--- config.mk ---
export PLATFORM = sky130hd
export DESIGN_NAME = turn_tracker
export DESIGN_NICKNAME = d
export VERILOG_FILES = /design/src/rtl/turn_tracker.sv
export SDC_FILE = /design/constraint.sdc
export NUM_CORES = 1
export LEC_CHECK = 0
export ABC_AREA = 0
export CAP_MARGIN = 10
export CORE_UTILIZATION = 35
export CTS_BUF_LIST = sky130_fd_sc_hd__clkbuf_4 sky130_fd_sc_hd__clkbuf_8 sky130_fd_sc_hd__clkbuf_16
export DETAILED_ROUTE_END_ITERATION = 8
export PLACE_DENSITY_LB_ADDON = 0.3
export RECOVER_POWER = 25
export SYNTH_ARGS = -nofsm -noshare
export SYNTH_HDL_FRONTEND = slang
export SYNTH_SLANG_ARGS = --single-unit
--- constraint.sdc ---
create_clock -name clk -period 3 [get_ports clk]
set_input_delay 0.45 -clock clk [delete_from_list [all_inputs] [get_ports clk]]
set_output_delay 0.45 -clock clk [all_outputs]
set_load 0.02 [all_outputs]
--- src/rtl/turn_tracker.sv ---
// turn_tracker: turn controller for N-player grid games.
// Takes move requests over a valid/ready handshake and rejects illegal cells.
// Tracks cell occupancy and owner, rotates the current player round-robin,
// counts accepted moves and flags a full board.
//
// Optional feature: define TURN_TIMEOUT_EN to add an idle-turn forfeit
// counter and the timeout_pulse output port.
//
// Ports:
//   clk, reset     clock (rising edge), synchronous active-high reset
//   start          begin/restart a game (clears the board)
//   move_valid     move request present
//   move_cell      target cell index
//   move_ready     moves accepted (state PLAY), decoded from state
//   move_ack       1-cycle pulse: previous move accepted
//   move_reject    1-cycle pulse: previous move illegal
//   cur_player     id of the player to move
//   board_occ      bit i = cell i occupied
//   board_owner    owner id of cell i at [i*PW +: PW]; 0 when empty
//   move_count     accepted moves this game
//   board_full     high while the game is DONE
//   timeout_pulse  1-cycle forfeit pulse (TURN_TIMEOUT_EN only)
module turn_tracker #(
  parameter int unsigned CELLS          = 9,
  parameter int unsigned NUM_PLAYERS    = 2,
  parameter int unsigned FIRST_PLAYER   = 0,
  parameter int unsigned TIMEOUT_CYCLES = 1000,
  localparam int unsigned CW = $clog2(CELLS),
  localparam int unsigned PW = $clog2(NUM_PLAYERS),
  localparam int unsigned NW = $clog2(CELLS + 1)
) (
  input  logic                clk,
  input  logic                reset,
  input  logic                start,
  input  logic                move_valid,
  input  logic [CW-1:0]       move_cell,
  output logic                move_ready,
  output logic                move_ack,
  output logic                move_reject,
  output logic [PW-1:0]       cur_player,
  output logic [CELLS-1:0]    board_occ,
  output logic [CELLS*PW-1:0] board_owner,
  output logic [NW-1:0]       move_count,
  output logic                board_full
`ifdef TURN_TIMEOUT_EN
  , output logic              timeout_pulse
`endif
);

  // Elaboration-time sanity check of the configuration.
  if (CELLS < 2 || NUM_PLAYERS < 2 || FIRST_PLAYER >= NUM_PLAYERS || TIMEOUT_CYCLES == 0)
  begin : g_bad_cfg
    $error("turn_tracker: illegal parameter combination");
  end

  typedef enum logic [1:0] {
    S_IDLE = 2'd0,
    S_PLAY = 2'd1,
    S_DONE = 2'd2
  } state_e;

  state_e                state_q, state_d;
  logic [CELLS-1:0]      occ_q, occ_d;
  logic [CELLS*PW-1:0]   owner_q, owner_d;
  logic [NW-1:0]         count_q, count_d;
  logic [PW-1:0]         player_q, player_d;
  logic                  ack_q, ack_d;
  logic                  rej_q, rej_d;
  logic                  full_q, full_d;

  logic                  handshake;
  logic                  cell_match;
  logic                  cell_taken;
  logic                  accept;
  logic [PW-1:0]         player_next;

`ifdef TURN_TIMEOUT_EN
  localparam int unsigned TW = $clog2(TIMEOUT_CYCLES + 1);
  logic [TW-1:0]         idle_q, idle_d;
  logic                  tmo_q, tmo_d;
`endif

  assign move_ready  = (state_q == S_PLAY);
  assign move_ack    = ack_q;
  assign move_reject = rej_q;
  assign cur_player  = player_q;
  assign board_occ   = occ_q;
  assign board_owner = owner_q;
  assign move_count  = count_q;
  assign board_full  = full_q;
`ifdef TURN_TIMEOUT_EN
  assign timeout_pulse = tmo_q;
`endif

  // Cell lookup: an index that matches no cell is out of range.
  always_comb begin
    cell_match = 1'b0;
    cell_taken = 1'b0;
    for (int i = 0; i < int'(CELLS); i++) begin
      if (move_cell == CW'(i)) begin
        cell_match = 1'b1;
        cell_taken = occ_q[i];
      end
    end
  end

  assign handshake   = move_valid && move_ready;
  assign accept      = handshake && !start && cell_match && !cell_taken;
  assign player_next = (player_q == PW'(NUM_PLAYERS - 1)) ? '0 : player_q + PW'(1);

  // Next-state and datapath update; start outranks any handshake.
  always_comb begin
    state_d  = state_q;
    occ_d    = occ_q;
    owner_d  = owner_q;
    count_d  = count_q;
    player_d = player_q;
    ack_d    = 1'b0;
    rej_d    = 1'b0;
`ifdef TURN_TIMEOUT_EN
    idle_d   = '0;
    tmo_d    = 1'b0;
`endif

    if (start) begin
      state_d  = S_PLAY;
      occ_d    = '0;
      owner_d  = '0;
      count_d  = '0;
      player_d = PW'(FIRST_PLAYER);
    end else if (accept) begin
      ack_d    = 1'b1;
      count_d  = count_q + NW'(1);
      player_d = player_next;
      for (int i = 0; i < int'(CELLS); i++) begin
        if (move_cell == CW'(i)) begin
          occ_d[i]             = 1'b1;
          owner_d[i*PW +: PW]  = player_q;
        end
      end
      if (count_q == NW'(CELLS - 1)) begin
        state_d = S_DONE;
      end
    end else if (handshake) begin
      rej_d = 1'b1;
    end

`ifdef TURN_TIMEOUT_EN
    // Idle counter only advances in PLAY cycles without start or accepted move.
    if (state_q == S_PLAY && !start && !accept) begin
      if (idle_q == TW'(TIMEOUT_CYCLES - 1)) begin
        tmo_d    = 1'b1;
        player_d = player_next;
      end else begin
        idle_d = idle_q + TW'(1);
      end
    end
`endif

    full_d = (state_d == S_DONE);
  end

  always_ff @(posedge clk) begin
    if (reset) begin
      state_q  <= S_IDLE;
      occ_q    <= '0;
      owner_q  <= '0;
      count_q  <= '0;
      player_q <= PW'(FIRST_PLAYER);
      ack_q    <= 1'b0;
      rej_q    <= 1'b0;
      full_q   <= 1'b0;
`ifdef TURN_TIMEOUT_EN
      idle_q   <= '0;
      tmo_q    <= 1'b0;
`endif
    end else begin
      state_q  <= state_d;
      occ_q    <= occ_d;
      owner_q  <= owner_d;
      count_q  <= count_d;
      player_q <= player_d;
      ack_q    <= ack_d;
      rej_q    <= rej_d;
      full_q   <= full_d;
`ifdef TURN_TIMEOUT_EN
      idle_q   <= idle_d;
      tmo_q    <= tmo_d;
`endif
    end
  end

endmodule
==> summary.md, run 1 <==
| Metric | Value |
|---|---|
| Total power per unit cell area | `about 420 nW/um2` |
| Worst clock skew | `between 0.002 and 0.0025 ns` |
| Placeable core region | `3442 um2` |
| Largest incremental delay on the critical path | `between 0.5 and 0.6 ns` |
| Fillcell total | `313` |
| Largest net degree at the start of global routing | `17` |
| Number of synthesized register bits | `28` |
| Required time of the critical path | `3.17 ns` |
| Number of I/O pins | `35` |
| Cell area after synthesis | `1287 um2` |
| Arrival time reported for the critical path endpoint | `between 2 and 3 ns` |
| Number of antenna violations at the first check in global routing | `0` |
| Net switching power | `~0.15 mW` |
| Ratio of routed vias to standard cells | `between 5 and 6` |
| Design internal power | `around 0.58 mW` |
| GRT Util Overall | `between 10% and 20%` |
| Post-route clock period utilization | `a little over four fifths` |
| Count of unique library cells instantiated by Yosys | `35` |
| DIE HEIGHT | `about 63 um` |
| Max Fclk | `~400 MHz` |
| Count of TritonRoute iterations in the first routing pass | `4` |
| Switching fraction of total power | `between 20% and 30%` |
| RD Place Congestion | `~0.95` |
| Number of flops mapped to enable cells by yosys | `0` |
| Wire length of the first global-routing pass | `around 5300 um` |
| Count of inserted antenna diode cells | `0` |
| Largest driver fanout on the critical path | `9` |
| Share of layout cells above drive strength 1 | `under 10%` |
| Sequential Power Share | `around half` |
| Total via count in the routed design | `roughly 1200` |
| Clock root cell | `clkbuf_8` |
| Worst-case clock buffer depth | `2` |
| Core Rows | `21` |
| Biggest area consumer among synthesized cells | `dfxtp_1` |
| Met3 layer wire length in the routed design | `between 100 and 150 um` |
| Post-CTS Setup Repair Bufs | `0` |
| Clock share of power | `around two fifths` |
| Gate count after technology mapping | `150` |
| Standard cell with the maximum stage delay on the critical path | `clkdlybuf4s50_1` |
| Synthesized-area fraction occupied by adder cells | `under 10%` |
| Multiplexer fraction of the synthesized cell area | `between 8 and 9%` |
| Clock tree from TritonCTS | `yes` |
| Parity-gate share of the synthesized area counting xor and xnor cells | `0%` |
| Leakage power figure | `roughly 0.69 nW` |
| Synthesized-area fraction occupied by ao, oa, aoi and oai cells | `between 10% and 20%` |
| Post-synth ARST share | `0%` |
| Result of the run | `finished clean` |
| Critical Path Source | `move_cell[0]` |
| IO buf count | `34` |
| Net total in the final layout | `~200` |
| RR Startpoint | `board_occ[8]` |
| Total power | `0.7353 mW` |
| Yosys warning total | `0` |
| Top area cells in the synthesized netlist | `dfxtp_1 44%, mux2i_1 7.8%, a21oi_1 5.8%, nand2_1 5.0%, nor2_1 4.1%` |
| Cell count after placement | `between 200 and 250` |
| Kind of capture point of the worst setup path | `register` |
| Number of hold buffers added after cts | `0` |
| Hold Fails Final Rpt | `0` |
| Finished Layout Cells | `approximately 230` |
| Critical hold path startpoint | `board_owner[1]` |
| Highest metal layer with signal wires | `met4` |
| Remaining routing DRC violations | `0` |
| Total clock sinks | `28` |
| Setup repair after global routing missed its margin | `no` |
| Post-route ant nets | `0` |
| Average cell area after synthesis | `8.583 um2` |
| Crit Path Category | `input port to register` |
| Drt wl/cell | `roughly 13 um` |
| Top_reg_cell synth | `dfxtp_1` |
| Total CTS buffers | `3` |
| VDD IR-drop max | `0.2757 mV` |
| Vias in the first global route | `between 1000 and 1500` |
| Syn_nets | `160` |
| Routed met1 length | `1452 um` |
| Final-report max-slew violation count | `0` |
| Combinational share of power | `just under 9%` |
| Cells traversed along the worst timing path | `clkdlybuf4s50_1 -> or3_1 -> a32o_1 -> or2_1 -> or4_4 -> a22o_1` |
| Width of the chip | `approximately 63 um` |
| Count of maximum capacitance violations | `0` |
| Fraction of post-synthesis cell area in the top cell type by area | `between 40% and 50%` |
| Worst hold slack | `approximately 0.46 ns` |
| Kind of path behind the tightest hold check | `register to register` |
| Portion of the post-synthesis area used by sequential elements | `between 40% and 50%` |
| Routed wire length | `3051 um` |
| Element type at the critical path start | `input port` |
| Number of endpoints failing setup at the final stage | `0` |
| Final standard cell utilization of the core | `between 50% and 60%` |
| Basic-gate share of the synthesized area counting and, or, nand and nor cells | `about a quarter` |
| Actual slew at the worst max-slew pin | `between 0.3 and 0.4 ns` |
| Worst max-slew margin expressed relative to the limit | `roughly three quarters` |
| Dominant combinational cell family by area after synthesis | `simple AND/OR/NAND/NOR gates` |
| Overflow after GRT | `0` |
| Area enclosed by the die boundary | `just under 4000 um2` |
| Initial DRC count | `42` |
| Worst skew pair latency | `0.27 ns` |
| Final worst path period need | `roughly 2.5 ns` |
| Total number of H-tree levels | `1` |
| Sum of met2 wire segment lengths after detailed routing | `~1400 um` |
| Post-synthesis to final-layout area growth | `35.37%` |
| Number of resized instances in the post-cts repair step | `0` |
| Initial Util | `between 30% and 40%` |
| Register clock-pin slew on the reported worst setup and hold paths | `roughly 0.090 ns` |
| Final sum of negative setup slack | `0 ns` |
| DP Wirelength | `between 2000 and 2500 um` |
==> synth_stat cells, types with 3 or more instances <==
| cell type | number |
|---|---|
| nand2_1 | 17 |
| a21oi_1 | 15 |
| o21ai_0 | 3 |
| nor2_1 | 14 |
| nand3_1 | 6 |
| or3_1 | 3 |
| buf_6 | 3 |
| inv_1 | 9 |
| nand2b_1 | 4 |
| dfxtp_1 | 28 |
| nor3_1 | 4 |
| clkbuf_1 | 4 |
| mux2i_1 | 10 |
| nor2b_1 | 4 |
==> layout by cell type, fill, tap and decap left out, drive strengths merged, types with 3 or more instances in the layout <==
master,n
nor2,14
clkdlybuf4s50,21
nor2b,4
inv,9
dfxtp,28
buf,6
nand3,6
clkbuf,3
nand2b,4
or3,3
dlygate4sd3,13
a21oi,15
mux2i,10
nand2,17
o21ai,3
nor3,4
==> critical path, delay by kind of cell <==
kind	cells	cell delay, ns
buf+inv	1	0.55
compound gates	2	0.44
simple gates	3	1.25
==> path summary, 6_finish.rpt <==
| check | end | slack, ns | cells past startpoint |
|---|---|---|---|
| min reg2reg | board_owner[1] | 0.46 | 2 |
| min | board_owner[1] | 0.46 | 2 |
| max | state_q[0] | 0.49 | 6 |
| max reg2reg | state_q[0] | 0.91 | 5 |
==> metal layers <==
| metal | GRT usage (%) | up-vias |
|---|---|---|
| li1 | - | 585 |
| met1 | 22.00 | 529 |
| met2 | 27.17 | 43 |
| met3 | 3.832 | 6 |
| met4 | 6.686 | 0 |
| met5 | 0 | - |
==> cell type report <==
class	count	area, um2	area share [%]
clock inverters	1	30.03	1.723
repair buffers	40	385.4	22.11
flip-flops and latches	28	560.5	32.16
multi-input cells	104	634.4	36.40
clock buffers	3	41.29	2.369
well taps	46	57.56	3.302
inverters	9	33.78	1.938
==> through the flow <==
stage	setup WS, ns	cell area (um2)
6_report	0.4905	1743
3_3_place_gp	0.2980	1672
2_1_floorplan	0.7623	1287
4_1_cts	0.5073	1743
3_5_place_dp	0.2042	1672
5_1_grt	0.4237	1743
==> power by group through the flow <==
stage	sequential (mW)	combinational, mW	clock, mW
3_5_place_dp	0.384	0.0646	0
3_3_place_gp	0.384	0.0628	0
6_report	0.376	0.0650	0.295
2_1_floorplan	0.386	0.0375	0
5_1_grt	0.376	0.0706	0.318
4_1_cts	0.376	0.0648	0.301
==> state kept, by name (all words and copies together), names as in the netlist <==
| signal | flops |
|---|---|
| board_occ | 9 |
| move_ack | 1 |
| state_q | 2 |
| board_owner | 9 |
| cur_player | 1 |
| board_full | 1 |
| move_reject | 1 |
| move_count | 4 |
==> cell families (layout without fill, tap and decap cells) <==
kind of cell	count (synthesis)	after routing
simple gates	63	63
buf+inv	18	53
mux	11	11
flops	28	28
compound gates	28	28
fa+ha+maj	2	2
(Power assumes the default switching activity.)
==> inputs of run 2 (changes only) <==
- clock period: 3 -> 2.6 ns (I/O delays scaled with it)
==> run 2 against run 1 <==
  * Register-to-register slack worse by 0.32 ns
  * Final cell count up 1.3%
  * Core utilization increased by 0.65 points
  * Sequential power up 15%
  * Critical path type unchanged
  * Highest routed layer is now met3
==> summary.md, run 2 (synthesis results as in run 1) <==
| Metric | Value |
|---|---|
| Result of the run | `finished clean` |
| Ratio of routed vias to standard cells | `4.979` |
| Largest net degree at the start of global routing | `17` |
| Total power | `between 0.8 and 0.9 mW` |
| Worst hold slack | `~0.47 ns` |
| Final worst path period need | `roughly 2.3 ns` |
| Leading cell type in the layout, fill and taps excluded | `dfxtp_1` |
| Setup WS pre-CTS | `0.02578 ns` |
| Final sum of negative setup slack | `0 ns` |
| Kind of capture point of the worst setup path | `register` |
| Hold Fails Final Rpt | `0` |
| Total power per unit cell area | `a little under 500 nW/um2` |
| Worst skew pair latency | `approximately 0.27 ns` |
| Number of I/O pins | `35` |
| Clock tree from TritonCTS | `yes` |
| Area enclosed by the die boundary | `3925 um2` |
| Cells traversed along the worst timing path | `clkdlybuf4s50_1 -> mux2_4 -> a32o_1 -> or2_1 -> or4_4 -> a22o_1` |
| Sequential Power Share | `between 50% and 60%` |
| Final-report max-slew violation count | `0` |
| Placed inst area | `approximately 1700 um2` |
| Remaining routing DRC violations | `0` |
| Placeable core region | `3442 um2` |
| Total via count in the routed design | `around 1200` |
| DIE HEIGHT | `between 60 and 70 um` |
| Setup repair after global routing missed its margin | `no` |
| Drt wl/cell | `between 10 and 15 um` |
| Net total in the final layout | `a little under 200` |
| Number of hold buffers added after cts | `0` |
| Final critical-path setup slack | `roughly 0.32 ns` |
| Switching fraction of total power | `between 20% and 30%` |
| Actual slew at the worst max-slew pin | `~0.34 ns` |
| Final instance area | `~1800 um2` |
| Count of inserted antenna diode cells | `0` |
| Worst-case clock buffer depth | `2` |
| Leakage power figure | `0.7002 nW` |
| Finished Layout Cells | `between 200 and 250` |
| Max Fclk | `roughly 440 MHz` |
| Arrival time reported for the critical path endpoint | `2.45 ns` |
| Clock root cell | `clkbuf_8` |
| Initial Util | `a little under two fifths` |
| Largest driver fanout on the critical path | `5` |
| IO buf count | `34` |
| Design internal power | `roughly 0.67 mW` |
| Total number of H-tree levels | `1` |
| Worst max-slew margin expressed relative to the limit | `between 70% and 80%` |
| RD Place Congestion | `0.9191` |
| Overflow after GRT | `0` |
| DP Wirelength | `around 2200 um` |
| Number of resized instances in the post-cts repair step | `0` |
| Post-route clock period utilization | `between 80% and 90%` |
| Sum of buffers and inverters on the critical path | `1` |
| Wire length of the first global-routing pass | `just over 5000 um` |
| Post-route ant nets | `0` |
| Standard cell with the maximum stage delay on the critical path | `or4_4` |
| Width of the chip | `between 60 and 70 um` |
| Register clock-pin slew on the reported worst setup and hold paths | `roughly 0.10 ns` |
| Post-synthesis to final-layout area growth | `37.12%` |
| Largest incremental delay on the critical path | `0.51 ns` |
| Cell count after placement | `230` |
| Initial DRC count | `27` |
| Count of TritonRoute iterations in the first routing pass | `4` |
| Combinational share of power | `~9.1%` |
| Number of endpoints failing setup at the final stage | `0` |
| Element type at the critical path start | `input port` |
| GRT Util Overall | `about 16%` |
| Vias in the first global route | `approximately 1100` |
| Most frequent cells in the layout | `28 x dfxtp_1, 21 x clkdlybuf4s50_1, 17 x nand2_1` |
| Net switching power | `~0.18 mW` |
| VDD IR-drop max | `between 0.2 and 0.3 mV` |
| Family of cells with the greatest summed delay on the critical path | `simple AND/OR/NAND/NOR gates` |
| Clock share of power | `about 40%` |
| Core Rows | `21` |
| Worst clock skew | `0.003358 ns` |
| Routed wire length | `~3000 um` |
| Count of maximum capacitance violations | `0` |
| Share of layout cells above drive strength 1 | `approximately 8.5%` |
| Required time of the critical path | `between 2 and 3 ns` |
| Total CTS buffers | `3` |
| Number of antenna violations at the first check in global routing | `0` |
| Kind of path behind the tightest hold check | `register to register` |
| Crit Path Category | `input port to register` |
| Total clock sinks | `28` |
| Final standard cell utilization of the core | `around half` |
| Post-CTS Setup Repair Bufs | `0` |
==> run 2: cell types whose count changed in the layout (fill, tap and decap cells not counted) <==
cell   previous run  this run
buf_4             6         9
==> run 2: path summary, 6_finish.rpt <==
path                  start  depth (start not counted)             end  slack [ns]
max            move_cell[1]                          6      state_q[0]        0.32
min          board_owner[0]                          2  board_owner[0]        0.47
max reg2reg    board_occ[8]                          5      state_q[0]        0.59
min reg2reg  board_owner[0]                          2  board_owner[0]        0.47
==> run 2: power by group through the flow <==
stage	logic (mW)	registers [mW]	clock network [mW]
after floorplan	0.0432	0.445	0
after global placement	0.0762	0.443	0
after detailed placement	0.0767	0.444	0
after CTS	0.0770	0.434	0.347
after global routing	0.0843	0.434	0.368
final	0.0778	0.434	0.340
==> run 2: layout make-up <==
type | instances | area, um2
well taps | 46 | 57.56
clock buffers | 3 | 41.29
fillers | 322 | 1677
inverters | 9 | 33.78
clock inverters | 1 | 30.03
repair buffers | 43 | 407.9
multi-input cells | 104 | 634.4
flip-flops and latches | 28 | 560.5
==> run 2: metal layers <==
| layer | GRT usage, % | routed length [um] | up-vias |
|---|---|---|---|
| li1 | - | - | 592 |
| met4 | 1.744 | 0 | 0 |
| met2 | 26.22 | 1397 | 27 |
| met5 | 0 | 0 | - |
| met1 | 21.96 | 1531 | 546 |
| met3 | 2.737 | 82 | 0 |
==> run 2: tightest hold or removal path, delay by kind of cell, from the launching register on <==
kind | cells | cell delay (ns)
flops | 1 | 0.32
mux | 1 | 0.05
simple gates | 1 | 0.05
